`src/rtl/ifetch_pkg.sv`:
```
// Shared definitions for the instruction fetch unit: FSM state encoding,
// default reset PC / sequential step, and word-alignment helper.
package ifetch_pkg;

  typedef enum logic [2:0] {
    S_BOOT  = 3'd0,
    S_REQ   = 3'd1,
    S_WAIT  = 3'd2,
    S_HOLD  = 3'd3,
    S_DRAIN = 3'd4
  } fetch_state_e;

  localparam logic [31:0] RESET_PC_DEFAULT = 32'hBFC0_0000;
  localparam logic [31:0] PC_STEP_DEFAULT  = 32'd4;

  // Instruction addresses are always word aligned; low two bits are dropped.
  function automatic logic [31:0] align_word(input logic [31:0] addr);
    return addr & 32'hFFFF_FFFC;
  endfunction

endpackage

```
`src/rtl/ifetch_outreg.sv`:
```
// Output register presented to decode: valid/pc/instr with load, clear and hold.
module ifetch_outreg
  import ifetch_pkg::*;
#(
  parameter logic [31:0] RESET_PC = RESET_PC_DEFAULT
) (
  input  logic        clk,
  input  logic        resetn,
  input  logic        load,
  input  logic        clear,
  input  logic [31:0] load_pc,
  input  logic [31:0] load_instr,
  output logic        valid,
  output logic [31:0] pc,
  output logic [31:0] instr
);

  // Clear only drops valid; pc/instr keep their last value until the next load.
  always_ff @(posedge clk) begin
    if (!resetn) begin
      valid <= 1'b0;
      pc    <= RESET_PC;
      instr <= '0;
    end else if (clear) begin
      valid <= 1'b0;
    end else if (load) begin
      valid <= 1'b1;
      pc    <= load_pc;
      instr <= load_instr;
    end
  end

endmodule

```
`src/rtl/ifetch.sv`:
```
// Instruction fetch unit: owns fetch_pc, issues one imem request at a time and
// presents each fetched word to decode; branch redirects restart fetch.
module ifetch
  import ifetch_pkg::*;
#(
  parameter logic [31:0] RESET_PC = RESET_PC_DEFAULT,
  parameter logic [31:0] PC_STEP  = PC_STEP_DEFAULT
) (
  input  logic        clk,
  input  logic        resetn,
  input  logic        redir_valid,
  input  logic [31:0] redir_pc,
  output logic        imem_req,
  output logic [31:0] imem_addr,
  input  logic        imem_ack,
  input  logic [31:0] imem_rdata,
  output logic        if_valid,
  input  logic        if_ready,
  output logic [31:0] if_pc,
  output logic [31:0] if_instr,
  output logic [15:0] if_offset,
  output logic [25:0] if_instr_index
);

  fetch_state_e state;
  logic [31:0]  fetch_pc;
  logic         redir_take;
  logic         out_load;
  logic         out_clear;

  always_comb begin
    redir_take = redir_valid && (state != S_BOOT);
    out_load   = (state == S_WAIT) && imem_ack && !redir_valid;
    out_clear  = redir_take || ((state == S_HOLD) && if_valid && if_ready);
  end

  // Redirect wins over everything once out of boot. A request still in flight
  // (just issued, or unanswered) must be drained before fetching the new target.
  always_ff @(posedge clk) begin
    if (!resetn) begin
      state    <= S_BOOT;
      fetch_pc <= RESET_PC;
      imem_req <= 1'b0;
    end else if (redir_take) begin
      fetch_pc <= align_word(redir_pc);
      if ((state == S_REQ) ||
          (((state == S_WAIT) || (state == S_DRAIN)) && !imem_ack)) begin
        state    <= S_DRAIN;
        imem_req <= 1'b0;
      end else begin
        state    <= S_REQ;
        imem_req <= 1'b1;
      end
    end else begin
      case (state)
        S_BOOT: begin
          state    <= S_REQ;
          imem_req <= 1'b1;
        end
        S_REQ: begin
          state    <= S_WAIT;
          imem_req <= 1'b0;
        end
        S_WAIT: begin
          if (imem_ack) begin
            state    <= S_HOLD;
            fetch_pc <= fetch_pc + PC_STEP;
          end
        end
        S_HOLD: begin
          if (if_valid && if_ready) begin
            state    <= S_REQ;
            imem_req <= 1'b1;
          end
        end
        S_DRAIN: begin
          if (imem_ack) begin
            state    <= S_REQ;
            imem_req <= 1'b1;
          end
        end
        default: begin
          state    <= S_BOOT;
          imem_req <= 1'b0;
        end
      endcase
    end
  end

  assign imem_addr = fetch_pc;

  ifetch_outreg #(
    .RESET_PC(RESET_PC)
  ) u_outreg (
    .clk       (clk),
    .resetn    (resetn),
    .load      (out_load),
    .clear     (out_clear),
    .load_pc   (fetch_pc),
    .load_instr(imem_rdata),
    .valid     (if_valid),
    .pc        (if_pc),
    .instr     (if_instr)
  );

  assign if_offset      = if_instr[15:0];
  assign if_instr_index = if_instr[25:0];

endmodule

```
`config.mk`:
```
export PLATFORM = sky130hd
export DESIGN_NAME = ifetch
export DESIGN_NICKNAME = d
export VERILOG_FILES = /design/src/rtl/ifetch_pkg.sv /design/src/rtl/ifetch_outreg.sv /design/src/rtl/ifetch.sv
export SDC_FILE = /design/constraint.sdc
export NUM_CORES = 1
export LEC_CHECK = 0
export CORE_ASPECT_RATIO = 1.1
export CORE_MARGIN = 2
export CORE_UTILIZATION = 45
export CTS_CLUSTER_DIAMETER = 60
export CTS_CLUSTER_SIZE = 24
export DETAILED_ROUTE_END_ITERATION = 16
export PLACE_DENSITY = 0.93
export SLEW_MARGIN = 15
export SYNTH_ARGS = -nofsm -noshare
export SYNTH_HDL_FRONTEND = slang
export SYNTH_SLANG_ARGS = --single-unit
```
`constraint.sdc`:
```
create_clock -name clk -period 2.7 [get_ports clk]
set_clock_uncertainty 0.05 [all_clocks]
set_input_delay 0.27 -clock clk [delete_from_list [all_inputs] [get_ports clk]]
set_output_delay 0.27 -clock clk [all_outputs]
set_load 0.02 [all_outputs]
```
# Yosys cells after proc, flatten, opt, wreduce, memory -nomap -nowiden
# Index checks and enable logic that the tools add are counted.
[word_totals]
ff_bits = 101
inputBits = 69
[classes]
bitwise_logic = 2
n_reduce_logical = 23
n_mux = 14
eq_ne = 8
add_sub_neg = 1
[ops]
columns = ["operator", "count"]
rows = [
  ["$mux 32", 3],
  ["$add 32x3->32 const B", 1],
  ["$mux 3", 5],
  ["$pmux 3 s5", 1],
  ["$logic_and 1x1->1", 7],
  ["$eq 3x2->1 const B", 2],
  ["$ne 3x3->1 const B", 2],
  ["$reduce_and 2->1", 3],
  ["$reduce_and 3->1", 2],
  ["$mux 1", 4],
  ["$pmux 1 s4", 1],
  ["$reduce_bool 2->1", 2],
  ["$reduce_or 2->1", 2],
  ["$eq 3x1->1 const B", 1],
  ["$eq 3x3->1 const B", 1],
  ["$logic_not 3->1", 1],
  ["$logic_or 1x1->1", 3],
  ["$ne 3x2->1 const B", 1],
  ["$reduce_bool 3->1", 1],
  ["$logic_not 1->1", 2],
  ["$ne 2x2->1 const B", 1],
  ["$not 1->1", 2],
]

# Logic depth before layout (Yosys ltp)
# Gate-level depths: netlist of the first run.
[depth]
depth_word = 6
mapped_depth = 7
mapped_depth_nobuf = 4

# Hierarchy
# Synthesis of the first run repeated with hierarchy kept, for this count alone.
[hier_totals]
hier_cells = 594
hier_area_um2 = 5148.7
[by_module_without_submodules]
columns = ["mod", "n_inst", "seq_area_each_um2", "cells_per_inst", "area_each_um2"]
rows = [
  ["ifetch_outreg", 1, 1301.2, 282, 2730.1],
  ["ifetch", 1, 680.7, 312, 2418.6],
]

# Worst setup path after synthesis of the first run
# OpenSTA, ideal clock, no wires.
[synth_timing]
path_kind = "flip-flop to flip-flop"
start = "reg fetch_pc[16], in the netlist imem_addr[16]"
end = "reg fetch_pc[30], in the netlist imem_addr[30]"
required_ns = 2.559
slack_ns = 0.817
n_path_buf = 1
arrival_time_ns = 1.742
setup_ns = 0.091
path_stages_with_launch = 6
period_less_slack_ns = 1.883
cell_sequence = "dfxtp_1 > and4_1 > buf_6 > nand4_4 > or4_1 > a311oi_1"
[synth_between]
elab_chain_len = 4
[synth_rtl]
columns = ["element", "line", "text"]
rows = [
  ["from (decl)", "ifetch.sv:26", "logic [31:0] fetch_pc;"],
  ["from (signal assigned)", "ifetch.sv:45", "fetch_pc <= align_word(redir_pc);"],
  ["from (signal assigned)", "ifetch.sv:67", "fetch_pc <= fetch_pc + PC_STEP;"],
  ["$add 32x3->32", "ifetch.sv:67", ""],
  ["$mux 32", "ifetch.sv:65", "if (imem_ack) begin"],
  ["$mux 32", "ifetch.sv:55", "case (state)"],
  ["$mux 32", "ifetch.sv:44", "end else if (redir_take) begin"],
]
# Every way passes these cells. The select of a mux whose other input is x is not followed.
# A chain may end at the register's enable or synchronous reset.

# Worst setup path in the final report of the first run
[layout_timing]
start = "reg state[1]"
end = "reg fetch_pc[30], in the netlist imem_addr[30]"
[layout_between]
elab_chain_len = 4
word_cells_on_any_way = 7
cone_classes = "eq/ne: 1; mux: 1; reduce/logical: 5"
[layout_rtl]
columns = ["element", "line", "text"]
rows = [
  ["from (decl)", "ifetch.sv:25", "fetch_state_e state;"],
  ["from (signal assigned)", "ifetch.sv:41", "state <= S_BOOT;"],
  ["from (signal assigned)", "ifetch.sv:48", "state <= S_DRAIN;"],
  ["from (signal assigned)", "ifetch.sv:51", "state <= S_REQ;"],
  ["$reduce_bool 3->1", "ifetch.sv:32", "redir_take = redir_valid && (state != S_BOOT);"],
  ["$logic_and 1x1->1", "ifetch.sv:32", ""],
  ["$reduce_bool 2->1 (no line)", "n/a", ""],
  ["$reduce_and 2->1 (no line)", "n/a", ""],
]
# Parallel ways exist; a longest one is shown, timed or not.

==> results.toml, run 1 <==
[status]
status = "completed"

[synthesis]
synth-async-reset-ratio_pct = 0
yosysTopAreaCell = "dfxtp_1"
syn_area_per_cell_um2 = 7.98
synth_area_um2 = 4690
synth.top_cell.area_share_pct = 41.4
synthMuxAreaShare_pct = 0.214
synth-compound-area-share_pct = 17.5
synth_edf_count = 0
synth_simple_gate_area_share_pct = 26.2
ys_seq_area_share_pct = 41.4
ys_types = 54
synth_ff_type = "dfxtp_1"
synth_top_family_by_area = "simple AND/OR/NAND/NOR gates"
ys_ff_latch = 97
synth_xor_xnor_area_share_pct = 1.49
yosys_warnings = 0
synth_area_leaders = "dfxtp_1 41%, nand2_1 10%, buf_4 7.5%"
synth_fa_ha_area_share_pct = 0.267
synthCells = 587

[timing]
tns_ns = 0
fin_crit_ns = 2.37
rsz0062_at_grt = "no"
holdWs_ns = 0.405
relSlewSlack_pct = 35.4
setup-violations-final = 0
drv_slew = 0
period_share_pct = 87.7
worst_slew_pin_slew_ns = 0.969
fmax_mhz = 422
hold_viol_final = 0

[pwr]
switching_share_pct = 28.7
pwr-share-comb_pct = 17.8
p_switching_uw = 1020
power_frac_clock_pct = 36.5
vdd_ir_drop_max_v = 0.000270
p_seq_share_pct = 45.7
p_leak_uw = 0.00232
finalPower_uw = 3570
power_density_nw_per_um2 = 530
p_int_uw = 2550

[min_path]
min-delay-path-class = "register to register"
hp-start = "u_outreg.instr[31]"
holdPathStages = 2
hold_end = "u_outreg.instr[31]"

[layout]
final_cells = 852
syn_to_final_growth_pct = 43.6
fin_nets = 794
drive_gt1_share_pct = 5.76
antennaDiodeCount = 0
final_util_pct = 65.7
fillCellCount = 812

[placement]
hpwl_mm = 10.2
place_inst = 836
port_buffers = 202
gp_congestion = 0.890

[clock_network]
cts-root-buf = "clkbuf_16"
cts_buffer_depth = 2
path_clk_slew_ns = 0.07
post_cts_buffers = 0
cts_sinks = 97
cts_made_buffers = 9
htreeDepth = 3
hold_buffers = 0
cts-resized-gates = 0
cts_tree = "built"
insertion_delay_ns = 0.34

[die]
die_width_um = 101
die_area_um2 = 11200
io_pins = 209
coreArea_um2 = 10200
start_util_pct = 45.7
row_count = 39
dieHeight_um = 111

[drt]
vias = 4750
wl_per_cell_um = 16.8
routed_wl_mm = 14.3
ant_nets = 0
drcViolationCount = 0
vias_per_cell = 5.58
firstDrtPassIters = 5
drtIter0Drc = 304

[worst_setup_path]
crit_required_ns = 2.90
cpPeakStageDelay_ns = 0.58
end_kind = "register"
critPathSlowestCell = "dfxtp_1"
path_cells = "and4bb_2 -> nand4_1 -> buf_4 -> or4_1 -> a311oi_1"
crit_buf_inv = 1
critical-path-top-delay-family = "simple AND/OR/NAND/NOR gates"
startpoint = "state[1]"
cp-start-kind = "register"
r2r_end = "imem_addr[30]"
r2r_start = "state[1]"
critPathArrivalTime_ns = 2.56
setup.worst_path.class = "register to register"
r2r_slack_ns = 0.33
r2r_cells = 5
critical_path.max_fanout = 13

[global_route]
grt_max_degree = 66
grt_pass1_wl_mm = 22.5
grt_pass1_vias = 4473
grt_usage_pct = 24.8
antenna_found_initial = 0
grt_overflow = 0

[job]
cap_violations = 0
==> Yosys cell counts (2+ instances only) <==
| cell | instances |
|---|---|
| a2111oi_0 | 4 |
| a211oi_1 | 5 |
| a21oi_1 | 63 |
| a311o_1 | 3 |
| a311oi_1 | 9 |
| a31oi_1 | 5 |
| and2_1 | 3 |
| and3_1 | 4 |
| and4_1 | 5 |
| and4_2 | 3 |
| buf_1 | 3 |
| buf_2 | 10 |
| buf_4 | 47 |
| buf_6 | 6 |
| clkbuf_1 | 26 |
| dfxtp_1 | 97 |
| inv_1 | 6 |
| nand2_1 | 130 |
| nand2b_1 | 4 |
| nand3_1 | 28 |
| nand4_1 | 9 |
| nor2_1 | 19 |
| nor2b_1 | 5 |
| nor3_1 | 11 |
| nor4_1 | 7 |
| o211ai_1 | 3 |
| o21ai_0 | 19 |
| o311a_1 | 3 |
| o311ai_0 | 3 |
| o31ai_1 | 4 |
| or3_1 | 9 |
| or4_1 | 6 |
| xnor2_1 | 2 |
| xor2_1 | 6 |
==> cell families after synthesis <==
group	Yosys count
other cells	1
compound gates	129
flops	97
buf+inv	98
xor+xnor	8
fa+ha+maj	1
mux	1
simple gates	252
==> how the worst max path moves through the flow <==
stage,depth (start not counted),slack [ns],endpoint
4_1_cts,5,0.36,imem_addr[30]
6_report,5,0.33,imem_addr[30]
2_1_floorplan,5,0.82,imem_addr[30]
5_1_grt,5,0.19,imem_addr[30]
3_5_place_dp,6,0.17,imem_addr[30]
3_3_place_gp,6,0.24,imem_addr[30]
==> worst min-delay path, delay by kind of cell, from the launching register on <==
kind | cells | cell delay (ns)
and+or+nand+nor | 1 | 0.05
AOI/OAI and AO/OA | 1 | 0.05
DFF | 1 | 0.31
==> flip-flops by register name (all words and copies together), names as in the netlist <==
name / count
u_outreg.pc: 30
imem_req: 1
u_outreg.instr: 32
imem_addr: 30
state: 3
u_outreg.valid: 1
==> layout make-up <==
class	instances	area [um^2]	share of cell area (%)
clock inverter	7	80.1	1.19
timing repair buffer	215	2140	31.9
clock buffer	9	225	3.35
sequential	97	1940	28.8
inverter	6	22.5	0.335
multi-input combinational	395	2160	32.2
tap	123	154	2.29
==> cells in the final DEF (no fill, tap or decap), types with 6 or more instances in the layout <==
| master | netlist | routed |
|---|---|---|
| xor2_1 | 6 | 6 |
| nand4_1 | 9 | 9 |
| clkbuf_16 | 0 | 9 |
| or4_1 | 6 | 6 |
| or3_1 | 9 | 9 |
| o21ai_0 | 19 | 19 |
| dfxtp_1 | 97 | 97 |
| nor4_1 | 7 | 7 |
| nand2_1 | 130 | 130 |
| nor2_1 | 19 | 19 |
| a311oi_1 | 9 | 9 |
| nor3_1 | 11 | 11 |
| clkdlybuf4s50_1 | 0 | 202 |
| a21oi_1 | 63 | 63 |
| buf_4 | 47 | 11 |
| nand3_1 | 28 | 28 |
==> power groups by stage <==
| stage | Sequential, uW | Clock [uW] | Combinational, uW |
|---|---|---|---|
| floorplan | 1700 | 0 | 280 |
| global placement | 1650 | 0 | 609 |
| detailed placement | 1660 | 0 | 627 |
| CTS | 1630 | 1320 | 633 |
| global route | 1640 | 1370 | 680 |
| finish | 1630 | 1300 | 635 |
==> through the flow <==
step | worst slack, ns | area (um^2)
2_1_floorplan | 0.817 | 4700
3_3_place_gp | 0.238 | 6430
3_5_place_dp | 0.174 | 6430
4_1_cts | 0.364 | 6730
5_1_grt | 0.194 | 6730
6_report | 0.331 | 6730
==> routing by layer <==
metal	wire [um]	global-route usage, %	vias to the layer above	part of all wire (%)
met3	930	3.91	35	6.5
met4	426	10.5	0	3.0
met1	5550	29.5	2182	39
li1	-	-	2300	-
met2	7370	43.4	233	52
met5	0	0	-	0
(Power assumes the default switching activity.)
==> inputs of run 2 (changes only) <==
--- a/config.mk
+++ b/config.mk
@@ -12,6 +12,7 @@
 export CTS_CLUSTER_SIZE = 24
 export DETAILED_ROUTE_END_ITERATION = 16
 export PLACE_DENSITY = 0.93
+export RECOVER_POWER = 50
 export SLEW_MARGIN = 15
 export SYNTH_ARGS = -nofsm -noshare
 export SYNTH_HDL_FRONTEND = slang
==> results.toml, run 2 (synthesis results as in run 1) <==
[global_route]
antenna_found_initial = 0
grt_overflow = 0
grt_pass1_wl_mm = 22.5
grt_pass1_vias = 4473
grt_usage_pct = 24.8
grt_max_degree = 66

[pwr]
vdd_ir_drop_max_v = 0.000266
power_density_nw_per_um2 = 528
p_leak_uw = 0.00264

[timing]
tns_ns = 0
relSlewSlack_pct = 36.3
drv_slew = 0
fmax_mhz = 423
period_share_pct = 87.7
fin_crit_ns = 2.37
hold_viol_final = 0
rsz0062_at_grt = "no"
worst_slew_pin_slew_ns = 0.955
setup-violations-final = 0

[layout]
drive_gt1_share_pct = 5.49
largest_reg_flops = 32
antennaDiodeCount = 0
top_register = "u_outreg.instr"
final_common_cell = "nand2_1"
seq_area_um2 = 1940
layout_common_cells = "130 x nand2_1, 112 x dlygate4sd3_1, 97 x dfxtp_1"
multiInputGateArea_um2 = 2160
fin_nets = 794
postLayoutCellArea_um2 = 6730
syn_to_final_growth_pct = 43.6
fillCellCount = 812
final_cells = 852

[clock_network]
cts-root-buf = "clkbuf_16"
cts_tree = "built"
cts_buffer_depth = 2
hold_buffers = 0
insertion_delay_ns = 0.34
post_cts_buffers = 0
cts_made_buffers = 9
cts_sinks = 97
htreeDepth = 3
path_clk_slew_ns = 0.07
cts-resized-gates = 0

[worst_setup_path]
critical_path.max_fanout = 13
crit_required_ns = 2.89
setup.worst_path.class = "register to register"
critPathArrivalTime_ns = 2.56
end_kind = "register"
cp-start-kind = "register"

[drt]
wl_per_cell_um = 16.7
drtIter0Drc = 300
firstDrtPassIters = 5
routed_wl_mm = 14.2
drcViolationCount = 0
ant_nets = 0
vias_per_cell = 5.55
vias = 4730

[min_path]
min-delay-path-class = "register to register"

[placement]
hpwl_mm = 10.2
post_dp_cell_area_um2 = 6430
gp_congestion = 0.890
port_buffers = 202
place_inst = 836

[die]
die_area_um2 = 11200
start_util_pct = 45.7
coreArea_um2 = 10200
io_pins = 209
dieHeight_um = 111
row_count = 39
die_width_um = 101

[status]
status = "completed"

[job]
cap_violations = 0
run 2: changes by cell type in the layout (fill, tap and decap cells not counted), sizes merged:
cell           change
buf                -1
clkdlybuf4s50    -112
dlygate4sd3      +112
clkbuf             +1
run 2: final timing paths:
| path | slack, ns | cells past startpoint | from | endpoint |
|---|---|---|---|---|
| worst max register to register | 0.33 | 5 | state[1] | imem_addr[30] |
| worst max-delay path | 0.33 | 5 | state[1] | imem_addr[30] |
| worst min-delay path | 0.40 | 2 | u_outreg.instr[31] | u_outreg.instr[31] |
| worst min register to register | 0.40 | 2 | u_outreg.instr[31] | u_outreg.instr[31] |
run 2: per-stage QoR:
stage | power, uW | hold WS [ns] | worst slack, ns | utilization (%)
2_1_floorplan | 1980 | 0.353 | 0.817 | -
3_3_place_gp | 2260 | 0.392 | 0.238 | 62.7
3_5_place_dp | 2280 | 0.397 | 0.174 | 62.7
4_1_cts | 3580 | 0.405 | 0.364 | 65.7
5_1_grt | 3680 | 0.418 | 0.194 | 65.7
6_report | 3560 | 0.402 | 0.333 | 65.7
run 2: layout make-up:
type                            count  area share, %
Clock buffer                        9           3.35
Inverter                            6          0.335
Clock inverter                      7           1.19
Tap cell                          123           2.29
Timing Repair Buffer              215           31.8
Sequential cell                    97           28.9
Multi-Input combinational cell    395           32.2
run 2: metal layers:
metal,GRT usage [%],wire [um],vias to the layer above
li1,-,-,2301
met1,29.5,5500,2160
met2,43.4,7330,236
met3,3.91,972,33
met4,10.5,403,0
met5,0,0,-
run 2: report_power, final:
part           internal [uW]  switching [uW]  total (uW)
clock network            728             577        1300
logic                    303             319         623
registers               1500             126        1630
run 2: worst max-delay path, stage by stage (launching register included):
cell      delay (ns)
dfxtp_1         0.58
and4bb_2        0.39
nand4_1         0.20
buf_4           0.23
or4_1           0.50
a311oi_1        0.31
==> inputs of run 3 (changes only) <==
--- a/config.mk
+++ b/config.mk
@@ -9,9 +9,9 @@
 export CORE_MARGIN = 2
 export CORE_UTILIZATION = 45
 export CTS_CLUSTER_DIAMETER = 60
-export CTS_CLUSTER_SIZE = 24
+export CTS_CLUSTER_SIZE = 12
 export DETAILED_ROUTE_END_ITERATION = 16
-export PLACE_DENSITY = 0.93
+export PLACE_DENSITY = 0.85
 export RECOVER_POWER = 50
 export SLEW_MARGIN = 15
 export SYNTH_ARGS = -nofsm -noshare
==> results.toml, run 3 (synthesis results as in run 1) <==
[worst_setup_path]
setup.worst_path.class = "register to register"
end_kind = "register"
cp-start-kind = "register"
critical_path.max_fanout = 33
r2r_end = "imem_addr[11]"
r2r_start = "state[2]"
r2r_slack_ns = 0.31
r2r_cells = 4
critPathArrivalTime_ns = 2.58
crit_required_ns = 2.89

[clock_network]
cts_buffer_depth = 2
hold_buffers = 0
cts_made_buffers = 9
post_cts_buffers = 0
cts_sinks = 97
cts-root-buf = "clkbuf_16"
insertion_delay_ns = 0.34
htreeDepth = 3
cts-resized-gates = 0
path_clk_slew_ns = 0.06
cts_tree = "built"

[drt]
routed_wl_mm = 13.2
vias_per_cell = 5.44
wl_per_cell_um = 15.5
ant_nets = 0
vias = 4639
drtIter0Drc = 250
drcViolationCount = 0
firstDrtPassIters = 4

[min_path]
hp-start = "u_outreg.pc[17]"
holdPathStages = 2
min-delay-path-class = "register to register"
hold_end = "u_outreg.pc[17]"

[timing]
rsz0062_at_grt = "no"
hold_viol_final = 0
setup-violations-final = 0
period_share_pct = 88.6
fin_crit_ns = 2.39
worst_slew_pin_slew_ns = 1.15
tns_ns = 0
fmax_mhz = 418
drv_slew = 0
relSlewSlack_pct = 23.6
setup_slack_ns = 0.308

[placement]
gp_congestion = 0.861
place_ws_ns = 0.343
port_buffers = 202
post_dp_cell_area_um2 = 6450
hpwl_mm = 9.62

[layout]
postLayoutCellArea_um2 = 6720
antennaDiodeCount = 0
layout_common_cells = "130 x nand2_1, 112 x dlygate4sd3_1, 97 x dfxtp_1"
syn_to_final_growth_pct = 43.4
final_common_cell = "nand2_1"
fillCellCount = 833
drive_gt1_share_pct = 5.49
top_register = "u_outreg.instr"
fin_nets = 795
largest_reg_flops = 32

[die]
row_count = 39
die_area_um2 = 11200
io_pins = 209
die_width_um = 101
start_util_pct = 45.7
dieHeight_um = 111
coreArea_um2 = 10200

[global_route]
grt_pass1_vias = 4313
grt_pass1_wl_mm = 21.0
antenna_found_initial = 0
grt_usage_pct = 23.0
grt_max_degree = 66
grt_overflow = 0

[pwr]
p_leak_uw = 0.00263
finalPower_uw = 3410
vdd_ir_drop_max_v = 0.000288
power_density_nw_per_um2 = 507

[job]
cap_violations = 0

[status]
status = "completed"
==> run 3: cell types whose count changed in the layout (fill, tap and decap cells not counted), sizes merged <==
cell	delta
buf	+2
clkbuf	+1
clkinv	-1
bufinv	-1
inv	-1
==> run 3: power by group <==
| group | leakage [uW] | switching (uW) | total [uW] | internal [uW] |
|---|---|---|---|---|
| Clock | 0.000132 | 523 | 1170 | 646 |
| Combinational | 0.00171 | 316 | 619 | 303 |
| Sequential | 0.000788 | 116 | 1620 | 1500 |
| Total | 0.00263 | 954 | 3410 | 2450 |
==> run 3: stage by stage <==
stage / hold slack [ns] / std cells / util [%]
2_1_floorplan: 0.353 / 590 / -
3_3_place_gp: 0.393 / 837 / 62.9
3_5_place_dp: 0.400 / 837 / 62.9
4_1_cts: 0.409 / 852 / 65.6
5_1_grt: 0.414 / 852 / 65.6
6_report: 0.405 / 852 / 65.6
==> run 3: critical path: stages, from the launching register on <==
cell and delay [ns]:
dfxtp_1 0.42, o31ai_4 1.01, buf_4 0.46, nor2_1 0.08, a311oi_1 0.26
==> run 3: worst max path at each step <==
stage	startpoint	to
after global routing	state[2]	imem_addr[11]
after global placement	imem_ack	imem_addr[22]
after detailed placement	imem_ack	imem_addr[22]
after floorplan	imem_addr[16]	imem_addr[30]
after CTS	state[2]	imem_addr[11]
final	state[2]	imem_addr[11]
==> run 3: final cells by class <==
type | count | area [um^2] | share of cell area, %
Sequential cell | 97 | 1940 | 28.9
Multi-Input combinational cell | 395 | 2160 | 32.2
Tap cell | 123 | 154 | 2.29
Clock inverter | 4 | 30.0 | 0.447
Inverter | 6 | 22.5 | 0.335
Timing Repair Buffer | 216 | 2160 | 32.2
Clock buffer | 11 | 243 | 3.61
==> run 3: routing by layer <==
metal / share of wire [%] / global-route usage, % / vias to the layer above
li1: - / - / 2299
met1: 41 / 28.1 / 2146
met2: 51 / 40.0 / 173
met3: 6.0 / 3.72 / 21
met4: 1.9 / 9.10 / 0
met5: 0 / 0 / -
